===== src/rtl/mem_share_arbiter.sv =====
// mem_share_arbiter
// Shares one synchronous-read, single-port RAM between three requesters:
//   - the HPS download stream, which cannot stall and is buffered in a small write FIFO
//   - the game CPU (req/ack handshake)
//   - the high-score save/restore engine (req/ack handshake)
// Every transaction takes exactly four cycles: IDLE -> ACC -> RESP -> DONE.
// Grants are decided only in IDLE, so a requester that drops req at the edge that
// ends its ack cycle cannot be granted a second time by accident.
module mem_share_arbiter #(
    parameter int AW         = 18,
    parameter int DW         = 8,
    parameter int DN_DEPTH   = 4,
    parameter int STARVE_MAX = 4
) (
    input  logic          clk_sys,
    input  logic          reset,
    // download stream
    input  logic [AW-1:0] dn_addr,
    input  logic [DW-1:0] dn_data,
    input  logic          dn_wr,
    output logic          dn_ovf,
    // game CPU
    input  logic          cpu_req,
    input  logic          cpu_we,
    input  logic [AW-1:0] cpu_addr,
    input  logic [DW-1:0] cpu_din,
    output logic          cpu_ack,
    output logic [DW-1:0] cpu_dout,
    // high-score engine
    input  logic          hs_req,
    input  logic          hs_we,
    input  logic [AW-1:0] hs_addr,
    input  logic [DW-1:0] hs_din,
    output logic          hs_ack,
    output logic [DW-1:0] hs_dout,
    // RAM
    output logic [AW-1:0] mem_addr,
    output logic [DW-1:0] mem_din,
    output logic          mem_we,
    input  logic [DW-1:0] mem_dout,
    output logic          busy
);

    localparam int PW = (DN_DEPTH > 1) ? $clog2(DN_DEPTH) : 1;
    localparam int CW = PW + 1;
    localparam int SW = (STARVE_MAX > 0) ? $clog2(STARVE_MAX + 1) : 1;

    typedef enum logic [1:0] {
        S_IDLE = 2'd0,
        S_ACC  = 2'd1,
        S_RESP = 2'd2,
        S_DONE = 2'd3
    } state_t;

    typedef enum logic [1:0] {
        G_NONE = 2'd0,
        G_DN   = 2'd1,
        G_CPU  = 2'd2,
        G_HS   = 2'd3
    } gnt_t;

    // registers
    state_t              r_state;
    gnt_t                r_gnt;
    logic                r_gnt_we;
    logic [AW+DW-1:0]    r_fifo [DN_DEPTH];
    logic [PW-1:0]       r_wr_ptr;
    logic [PW-1:0]       r_rd_ptr;
    logic [CW-1:0]       r_count;
    logic                r_dn_ovf;
    logic [SW-1:0]       r_starve;
    logic [AW-1:0]       r_mem_addr;
    logic [DW-1:0]       r_mem_din;
    logic                r_mem_we;
    logic                r_cpu_ack;
    logic                r_hs_ack;
    logic [DW-1:0]       r_cpu_dout;
    logic [DW-1:0]       r_hs_dout;
    logic                r_busy;

    // wires
    state_t              w_state_nxt;
    gnt_t                w_gnt_nxt;
    logic                w_pop;
    logic                w_push;
    logic [CW-1:0]       w_count_nxt;
    logic                w_fifo_empty;
    logic                w_fifo_full;
    logic [AW+DW-1:0]    w_head;
    logic                w_starved;
    logic [AW-1:0]       w_sel_addr;
    logic [DW-1:0]       w_sel_din;
    logic                w_sel_we;
    logic                w_busy_nxt;

    assign w_fifo_empty = (r_count == {CW{1'b0}});
    assign w_fifo_full  = (r_count == CW'(DN_DEPTH));
    assign w_head       = r_fifo[r_rd_ptr];
    assign w_starved    = (r_starve == SW'(STARVE_MAX));
    // a full FIFO still accepts a push when the head leaves in the same cycle
    assign w_push       = dn_wr && (!w_fifo_full || w_pop);
    assign w_busy_nxt   = (w_state_nxt != S_IDLE) || (w_count_nxt != {CW{1'b0}});

    // Next-state, grant decision and selection of the winning source's address/data
    always_comb begin
        w_state_nxt = r_state;
        w_gnt_nxt   = G_NONE;
        w_pop       = 1'b0;
        w_sel_addr  = {AW{1'b0}};
        w_sel_din   = {DW{1'b0}};
        w_sel_we    = 1'b0;
        case (r_state)
            S_IDLE: begin
                if (!w_fifo_empty) begin
                    w_gnt_nxt   = G_DN;
                    w_pop       = 1'b1;
                    w_sel_addr  = w_head[AW+DW-1:DW];
                    w_sel_din   = w_head[DW-1:0];
                    w_sel_we    = 1'b1;
                    w_state_nxt = S_ACC;
                end else if (hs_req && w_starved) begin
                    w_gnt_nxt   = G_HS;
                    w_sel_addr  = hs_addr;
                    w_sel_din   = hs_din;
                    w_sel_we    = hs_we;
                    w_state_nxt = S_ACC;
                end else if (cpu_req) begin
                    w_gnt_nxt   = G_CPU;
                    w_sel_addr  = cpu_addr;
                    w_sel_din   = cpu_din;
                    w_sel_we    = cpu_we;
                    w_state_nxt = S_ACC;
                end else if (hs_req) begin
                    w_gnt_nxt   = G_HS;
                    w_sel_addr  = hs_addr;
                    w_sel_din   = hs_din;
                    w_sel_we    = hs_we;
                    w_state_nxt = S_ACC;
                end else begin
                    w_state_nxt = S_IDLE;
                end
            end
            S_ACC:   w_state_nxt = S_RESP;
            S_RESP:  w_state_nxt = S_DONE;
            S_DONE:  w_state_nxt = S_IDLE;
            default: w_state_nxt = S_IDLE;
        endcase
    end

    // Next FIFO occupancy from this cycle's push/pop pair
    always_comb begin
        w_count_nxt = r_count;
        case ({w_push, w_pop})
            2'b10:   w_count_nxt = r_count + CW'(1);
            2'b01:   w_count_nxt = r_count - CW'(1);
            default: w_count_nxt = r_count;
        endcase
    end

    // FSM state register
    always_ff @(posedge clk_sys) begin
        if (reset) begin
            r_state <= S_IDLE;
        end else begin
            r_state <= w_state_nxt;
        end
    end

    // FIFO payload storage (contents are don't-care while the entry is unoccupied)
    always_ff @(posedge clk_sys) begin
        if (w_push) begin
            r_fifo[r_wr_ptr] <= {dn_addr, dn_data};
        end
    end

    // FIFO pointers, occupancy and sticky overflow flag
    always_ff @(posedge clk_sys) begin
        if (reset) begin
            r_wr_ptr <= {PW{1'b0}};
            r_rd_ptr <= {PW{1'b0}};
            r_count  <= {CW{1'b0}};
            r_dn_ovf <= 1'b0;
        end else begin
            if (w_push) begin
                r_wr_ptr <= r_wr_ptr + PW'(1);
            end
            if (w_pop) begin
                r_rd_ptr <= r_rd_ptr + PW'(1);
            end
            r_count <= w_count_nxt;
            if (dn_wr && !w_push) begin
                r_dn_ovf <= 1'b1;
            end
        end
    end

    // Latch grant, address and data at the grant edge; write enable lasts only for ACC
    always_ff @(posedge clk_sys) begin
        if (reset) begin
            r_gnt      <= G_NONE;
            r_gnt_we   <= 1'b0;
            r_mem_addr <= {AW{1'b0}};
            r_mem_din  <= {DW{1'b0}};
            r_mem_we   <= 1'b0;
        end else if (w_gnt_nxt != G_NONE) begin
            r_gnt      <= w_gnt_nxt;
            r_gnt_we   <= w_sel_we;
            r_mem_addr <= w_sel_addr;
            r_mem_din  <= w_sel_din;
            r_mem_we   <= w_sel_we;
        end else begin
            r_mem_we   <= 1'b0;
        end
    end

    // Count CPU grants that bypass a waiting high-score request
    always_ff @(posedge clk_sys) begin
        if (reset) begin
            r_starve <= {SW{1'b0}};
        end else if (w_gnt_nxt == G_HS) begin
            r_starve <= {SW{1'b0}};
        end else if ((w_gnt_nxt == G_CPU) && hs_req && !w_starved) begin
            r_starve <= r_starve + SW'(1);
        end else begin
            r_starve <= r_starve;
        end
    end

    // Capture read data at the end of RESP and pulse the owner's ack during DONE
    always_ff @(posedge clk_sys) begin
        if (reset) begin
            r_cpu_ack  <= 1'b0;
            r_hs_ack   <= 1'b0;
            r_cpu_dout <= {DW{1'b0}};
            r_hs_dout  <= {DW{1'b0}};
        end else begin
            r_cpu_ack <= (r_state == S_RESP) && (r_gnt == G_CPU);
            r_hs_ack  <= (r_state == S_RESP) && (r_gnt == G_HS);
            if ((r_state == S_RESP) && (r_gnt == G_CPU) && !r_gnt_we) begin
                r_cpu_dout <= mem_dout;
            end
            if ((r_state == S_RESP) && (r_gnt == G_HS) && !r_gnt_we) begin
                r_hs_dout <= mem_dout;
            end
        end
    end

    // Busy reflects the state and FIFO occupancy that take effect after this edge
    always_ff @(posedge clk_sys) begin
        if (reset) begin
            r_busy <= 1'b0;
        end else begin
            r_busy <= w_busy_nxt;
        end
    end

    assign dn_ovf   = r_dn_ovf;
    assign cpu_ack  = r_cpu_ack;
    assign cpu_dout = r_cpu_dout;
    assign hs_ack   = r_hs_ack;
    assign hs_dout  = r_hs_dout;
    assign mem_addr = r_mem_addr;
    assign mem_din  = r_mem_din;
    assign mem_we   = r_mem_we;
    assign busy     = r_busy;

endmodule


===== config.mk =====
export PLATFORM = sky130hd
export DESIGN_NAME = mem_share_arbiter
export DESIGN_NICKNAME = d
export VERILOG_FILES = /design/src/rtl/mem_share_arbiter.sv
export SDC_FILE = /design/constraint.sdc
export NUM_CORES = 1
export LEC_CHECK = 0
export CORE_ASPECT_RATIO = 0.6
export CORE_MARGIN = 5
export CORE_UTILIZATION = 52
export CTS_CLUSTER_DIAMETER = 80
export CTS_CLUSTER_SIZE = 16
export DETAILED_ROUTE_END_ITERATION = 7
export GPL_TIMING_DRIVEN = 0
export HOLD_SLACK_MARGIN = 0.1
export PLACE_DENSITY = 0.87
export SETUP_SLACK_MARGIN = 0.1
export SLEW_MARGIN = 20
export SYNTH_ARGS = -nofsm -noshare
export SYNTH_HDL_FRONTEND = slang
export SYNTH_SLANG_ARGS = --single-unit

===== constraint.sdc =====
create_clock -name clk_sys -period 2.98 [get_ports clk_sys]
set_clock_uncertainty 0.2 [all_clocks]
set_input_delay 0.596 -clock clk_sys [delete_from_list [all_inputs] [get_ports clk_sys]]
set_output_delay 0.596 -clock clk_sys [all_outputs]
set_load 0.02 [all_outputs]

==> impl_metrics.yaml, run 1 <==
status:
  status: "finished, final reports clean"
clock_tree:
  root_buffer: "clkbuf_16"
  postCtsHoldBufs: 0
  clkTransAtPathRegs_ps: 60
  clk_latency_ps: 430
  cts_max_level: 4
  cts_sinks: 168
  cts_tree: "yes"
  cts_buffers: 17
  clockBufferDepth: 2
grt:
  antenna_found_initial: 1
  grt_util_met1_pct: 32.1
  grt_use_total_pct: 23.4
  grt_overflow_total: 0
  grt_pass1_wl_um: 28900
  grt_use_met2_pct: 38.0
  met3_usage_pct: 6.06
  grt_max_degree: 27
  grt.busiest_layer: "met2"
  grt_pass1_vias: 5145
sta:
  finalCritPeriodShare_pct: 93.2
  fin_crit_ps: 2780
  fmax_mhz: 360
  relSlewSlack_pct: 32.6
  tightest_slew_ps: 1000
  maxSlewViolCount: 0
  setup_slack_ps: 201
  setup_violations: 0
  rsz0062_at_grt: "true"
  finalSetupTns_ps: 0
  timing.hold.ws_ps: 260
  hold_viol_final: 0
yosys:
  ys_ff_latch: 168
  synth.yosys.seq_area_share_pct: 61.1
  ys_types: 48
  syn_area_um2: 7210
  synth_edf_count: 104
  avgSynthCellArea_um2: 14.7
  async_flop_share_pct: 0
  synth_nets: 591
  ys.flop_type: "edfxtp_1"
  synthCells: 489
  synth_warnings: 0
hold_path:
  worstHoldStart: "cpu_dout[5]"
  min_path_type: "flop to flop"
  holdPathStages: 2
  hold_end: "cpu_dout[5]"
setup_path:
  critPathRequiredTime_ps: 2830
  regToRegStartpoint: "r_state[0]"
  reg2reg_slack_ps: 370
  max_stage_delay_ps: 730
  criticalPathCategory: "input pin to flop"
  crit_slowest_cell: "and2_2"
  r2r_end: "busy"
  path_cells: "clkdlybuf4s50_1 -> clkbuf_1 -> nor2b_1 -> and2_2"
  critical_path.max_fanout: 26
  cp-start-kind: "input pin"
  arrival_ps: 2630
  critPathCaptureType: "flop"
  rr_worst_depth: 9
  critPathTopFamily: "simple AND/OR/NAND/NOR gates"
  critPathBufInv: 2
route:
  vias_per_cell: 6.02
  num_vias: 5022
  avgRoutedWirePerCell_um: 22.7
  drt_first_pass_iters: 5
  postRouteAntennaNets: 0
  route.detailed.drc: 0
  drt_first_iter_violations: 473
  wirelength_um: 18900
cells_and_area:
  syn2layout_area_growth_pct: 30.0
  final_cells: 834
  drive_above_1_share_pct: 20.9
  fillers: 893
  final_nets: 748
  diodes: 0
power_and_ir_drop:
  p_leak_nw: 3.19
  ir_drop_mv: 0.587
  powerDensity_nw_per_um2: 830
  power_mw: 7.78
floorplanning:
  coreArea_um2: 13600
  die_h_um: 101
  initial_core_util_pct: 52.9
  rows: 33
  die_x_um: 162
  die_area_um2: 16400
  num_io_pins: 140
placed_design:
  gp_congestion: 0.837
  dp_hpwl_um: 13200
  port-buffer-count: 138
  dp_cells: 802
  place_ws_ps: -253
flow_run:
  maxCapViolCount: 0
cells in the mapped netlist (all sizes together) (2+ instances only):
master,n,share of area (%)
nand2b,2,0.17
buf,25,2.7
o41ai,26,5.6
nand2,37,1.9
xor2,3,0.36
and3,2,0.17
a31oi,2,0.38
or3,4,0.35
inv,11,0.57
a21oi,24,1.7
mux4,26,8.1
ha,8,1.4
nand3,4,0.28
nor2,43,2.2
clkbuf,13,0.68
nor3,5,0.50
dfxtp,64,18
a221oi,28,5.5
edfxtp,104,43
a211oi,2,0.28
nor2b,3,0.26
xnor2,2,0.24
nor3b,2,0.28
and2,4,0.35
nand3b,29,3.0
o21ai,3,0.21
per-stage QoR:
step	utilization, %	instance area [um^2]
after floorplan	-	7210
after global placement	64.7	8810
after detailed placement	64.7	8810
after CTS	68.8	9370
after global routing	68.8	9370
final	68.8	9370
flip-flops by register name, summed over array words and instances (netlist names), 2 cells and up, named ones only:
name and flops:
cpu_dout 8, hs_dout 8, mem_addr 18, mem_din 8, r_count 3, r_fifo 104
r_gnt 2, r_rd_ptr 2, r_starve 3, r_state 2, r_wr_ptr 2
final cells by class:
cell class              count  area (um^2)  area share [%]
plain buffers              38          243            2.59
repair buffers            138         1380            14.7
well taps                 175          219            2.34
clock inverters            13          123            1.31
clock buffers              19          433            4.62
inverters                  11         41.3           0.441
multi-input cells         272         2530            27.0
flip-flops and latches    168         4400            47.0
worst max-delay path by stage:
stage                     start            end  slack [ps]  cells past startpoint
after floorplan           dn_wr   r_fifo[1][0]         510                      3
after global placement    dn_wr   r_fifo[1][6]        -600                      4
after detailed placement  dn_wr   r_fifo[0][6]        -250                      4
after CTS                 dn_wr   r_fifo[2][1]         200                      4
after global routing      dn_wr  r_fifo[0][11]          90                      4
final                     dn_wr   r_fifo[0][2]         200                      4
cell usage in the layout, fill, tap and decap left out, types with 3 or more instances in the layout:
cell type          n
buf_2             11
nand2_1           37
mux4_2            26
nor2b_1            3
and2_2             4
edfxtp_1         104
clkinv_4           3
clkbuf_16         17
clkdlybuf4s50_1  138
o41ai_1            3
xor2_1             3
nor2_1            43
clkbuf_1          15
o41ai_2           23
buf_6              9
clkinvlp_4         3
ha_1               8
a21oi_1           24
buf_4              5
a221oi_1           4
nand3_1            4
nor3_1             4
inv_1             10
or3_1              4
o21ai_0            3
a221oi_2          24
nand3b_1          29
dfxtp_1           64
inv_6              4
repair_timing:
| action | in CTS | in global routing |
|---|---|---|
| setup buffers | 0 | 0 |
| endpoints found under the setup margin | 0 | 44 |
| resized for setup | 0 | 0 |
power breakdown:
part	switching (mW)	total [mW]	internal, mW
clock	0.933	2.09	1.16
sequential	0.147	2.93	2.79
combinational	1.60	2.76	1.16
per-layer routing:
metal / routed length, um / share of wire [%]
met1: 7850 / 41
met2: 9220 / 49
met3: 1560 / 8.2
met4: 298 / 1.6
met5: 18 / 0.095
tightest hold or removal path, cell delays in order, from the launching register on:
cell	delay [ps]
dfxtp_1	310
nand2_1	50
a21oi_1	50
kinds of logic (layout without fill, tap and decap cells):
group | count (synthesis) | in the layout | synth area share [%]
AO/OA/AOI/OAI | 92 | 92 | 14.4
XOR/XNOR | 5 | 5 | 0.608
adder cells (fa/ha/maj) | 9 | 9 | 1.67
buffers and inverters | 49 | 219 | 3.94
flip-flops | 168 | 168 | 61.1
multiplexers | 28 | 28 | 8.42
AND/OR/NAND/NOR | 138 | 138 | 9.88
Note: power is estimated with default switching activity, not from simulation.
==> inputs of run 2 (changes only) <==
CELL_PAD_IN_SITES_DETAIL_PLACEMENT = 0   (was default)
CELL_PAD_IN_SITES_GLOBAL_PLACEMENT = 2   (was default)
CORE_UTILIZATION = 36   (was 52)
==> run 2 against run 1 <==
Net effect:
- non-clock buffer count stayed put
- sequential power hardly changed
- sequential share of layout area is 0.96 points lower
- register-to-register slack worse by 30 ps
- highest routed layer unchanged
- maximum frequency is 0.63% higher
- flip-flop and latch count stayed put
- via count is 5.2% lower
- utilization is 21 points lower
- total power is 2.4% higher
- critical endpoint is now r_fifo[1][10]
- first-iteration DRC count is 40% lower
- largest power group unchanged
- routed wire length is 0.45% higher
==> impl_metrics.yaml, run 2 (synthesized netlist as in run 1, its figures left out) <==
clock_tree:
  postCtsSetupRepairBufs: 0
  cts_resized: 0
  postCtsHoldBufs: 0
  clockBufferDepth: 2
  clkTransAtPathRegs_ps: 70
  clk_latency_ps: 430
  cts_tree: "yes"
  cts_buffers: 17
  root_buffer: "clkbuf_16"
  cts_sinks: 168
  cts_max_level: 4
setup_path:
  crit_slowest_cell: "and2_2"
  arrival_ps: 2610
  regToRegStartpoint: "r_state[0]"
  cp-start-kind: "input pin"
  critical_path.max_fanout: 26
  path_cells: "clkdlybuf4s50_1 -> clkbuf_1 -> nor2b_1 -> and2_2"
  max_stage_delay_ps: 720
  critPathRequiredTime_ps: 2830
  reg2reg_slack_ps: 340
  worst-path-stages: 4
  rr_worst_depth: 9
  critPathTopFamily: "simple AND/OR/NAND/NOR gates"
  critPathCaptureType: "flop"
  criticalPathCategory: "input pin to flop"
  critPathBufInv: 2
  r2r_end: "busy"
floorplanning:
  num_io_pins: 140
  rows: 40
  initial_core_util_pct: 36.3
  die_x_um: 193
  coreArea_um2: 19900
  die_area_um2: 23000
  die_h_um: 120
hold_path:
  worstHoldStart: "hs_dout[0]"
  hold_end: "hs_dout[0]"
  holdPathStages: 2
  min_path_type: "flop to flop"
power_and_ir_drop:
  clock_power_share_pct: 29.1
  p_switching_mw: 2.67
  power_frac_seq_pct: 36.7
  p_leak_nw: 3.25
  internal_power_mw: 5.30
  power_frac_comb_pct: 34.2
  sw_frac_of_total_pct: 33.5
  powerDensity_nw_per_um2: 833
  ir_drop_mv: 0.421
cells_and_area:
  drive_above_1_share_pct: 21.4
  fin_area_um2: 9570
  syn2layout_area_growth_pct: 32.7
  top_register: "r_fifo"
  multi_input_area_um2: 2530
  fillers: 1737
  largest_reg_flops: 104
  mostFrequentLayoutCells: "clkdlybuf4s50_1, edfxtp_1, dfxtp_1"
  register_area_um2: 4400
  diodes: 0
  final_nets: 748
  final_common_cell: "clkdlybuf4s50_1"
  fin_util_pct: 48.1
route:
  route.detailed.drc: 0
  drt_first_pass_iters: 5
  num_vias: 4760
  drt_first_iter_violations: 286
  vias_per_cell: 5.11
  postRouteAntennaNets: 0
  avgRoutedWirePerCell_um: 20.4
  wirelength_um: 19000
sta:
  rsz0062_at_grt: "true"
  relSlewSlack_pct: 35.0
  maxSlewViolCount: 0
  fmax_mhz: 362
  timing.hold.ws_ps: 258
  fin_crit_ps: 2760
  finalSetupTns_ps: 0
  finalCritPeriodShare_pct: 92.7
  tightest_slew_ps: 967
  hold_viol_final: 0
  setup_violations: 0
placed_design:
  gp_congestion: 0.791
  port-buffer-count: 138
  dp_hpwl_um: 13900
  postPlaceCellArea_um2: 8940
grt:
  grt_overflow_total: 0
  grt_max_degree: 27
  grt_pass1_wl_um: 29100
  antenna_found_initial: 3
  grt_pass1_vias: 5061
  grt_use_total_pct: 16.6
status:
  status: "finished, final reports clean"
flow_run:
  maxCapViolCount: 0
-- run 2: cell types whose count changed in the layout (fill, tap and decap cells not counted) --
cell / before / now
clkbuf_8: 0 / 4
bufinv_16: 1 / 2
clkbuf_1: 15 / 13
inv_8: 0 / 3
clkinvlp_2: 1 / 0
clkinvlp_4: 3 / 0
and2_4: 0 / 1
clkinv_1: 1 / 0
and2_2: 4 / 3
clkinv_4: 3 / 2
-- run 2: per-stage QoR --
step | setup WS (ps) | std cells | total power [mW]
final | 219 | 932 | 7.97
after detailed placement | -255 | 900 | 5.73
after global routing | 61.8 | 932 | 8.36
after floorplan | 512 | 489 | 4.75
after CTS | 187 | 932 | 8.06
after global placement | -614 | 900 | 5.65
-- run 2: worst reg2reg max path, stage by stage (launching register included) --
cell and delay [ps]:
dfxtp_1 300, inv_1 70, ha_1 310, inv_1 160
or3_1 410, fa_1 390, nand2b_1 170, o211ai_1 170
o311a_1 240, a31oi_1 90
-- run 2: cell type report --
| cell class | count | area share, % |
|---|---|---|
| Tap cell | 273 | 3.57 |
| Sequential cell | 168 | 46.0 |
| Timing Repair Buffer | 138 | 14.4 |
| Multi-Input combinational cell | 272 | 26.4 |
| Inverter | 11 | 0.432 |
| Clock buffer | 21 | 5.02 |
| Buffer | 38 | 2.54 |
| Clock inverter | 11 | 1.53 |
-- run 2: power by group through the flow --
stage | Clock (mW) | Sequential [mW] | Combinational, mW
final | 2.32 | 2.93 | 2.72
after detailed placement | 0 | 2.97 | 2.76
after CTS | 2.37 | 2.93 | 2.77
after floorplan | 0 | 3.08 | 1.67
after global placement | 0 | 2.96 | 2.69
after global routing | 2.46 | 2.95 | 2.95
-- run 2: layer usage --
layer	up-vias	GRT usage, %	share of wire [%]
li1	2209	-	-
met1	2388	23.6	45
met2	142	25.5	46
met3	15	4.42	8.1
met4	6	4.19	0.81
met5	-	0	0.18
-- run 2: worst max path at each step --
stage           from            end  slack [ps]
4_1_cts        dn_wr   r_fifo[3][8]         190
6_report       dn_wr  r_fifo[1][10]         220
5_1_grt        dn_wr   r_fifo[2][8]          60
3_3_place_gp   dn_wr  r_fifo[0][14]        -610
2_1_floorplan  dn_wr   r_fifo[1][0]         510
3_5_place_dp   dn_wr  r_fifo[3][16]        -260
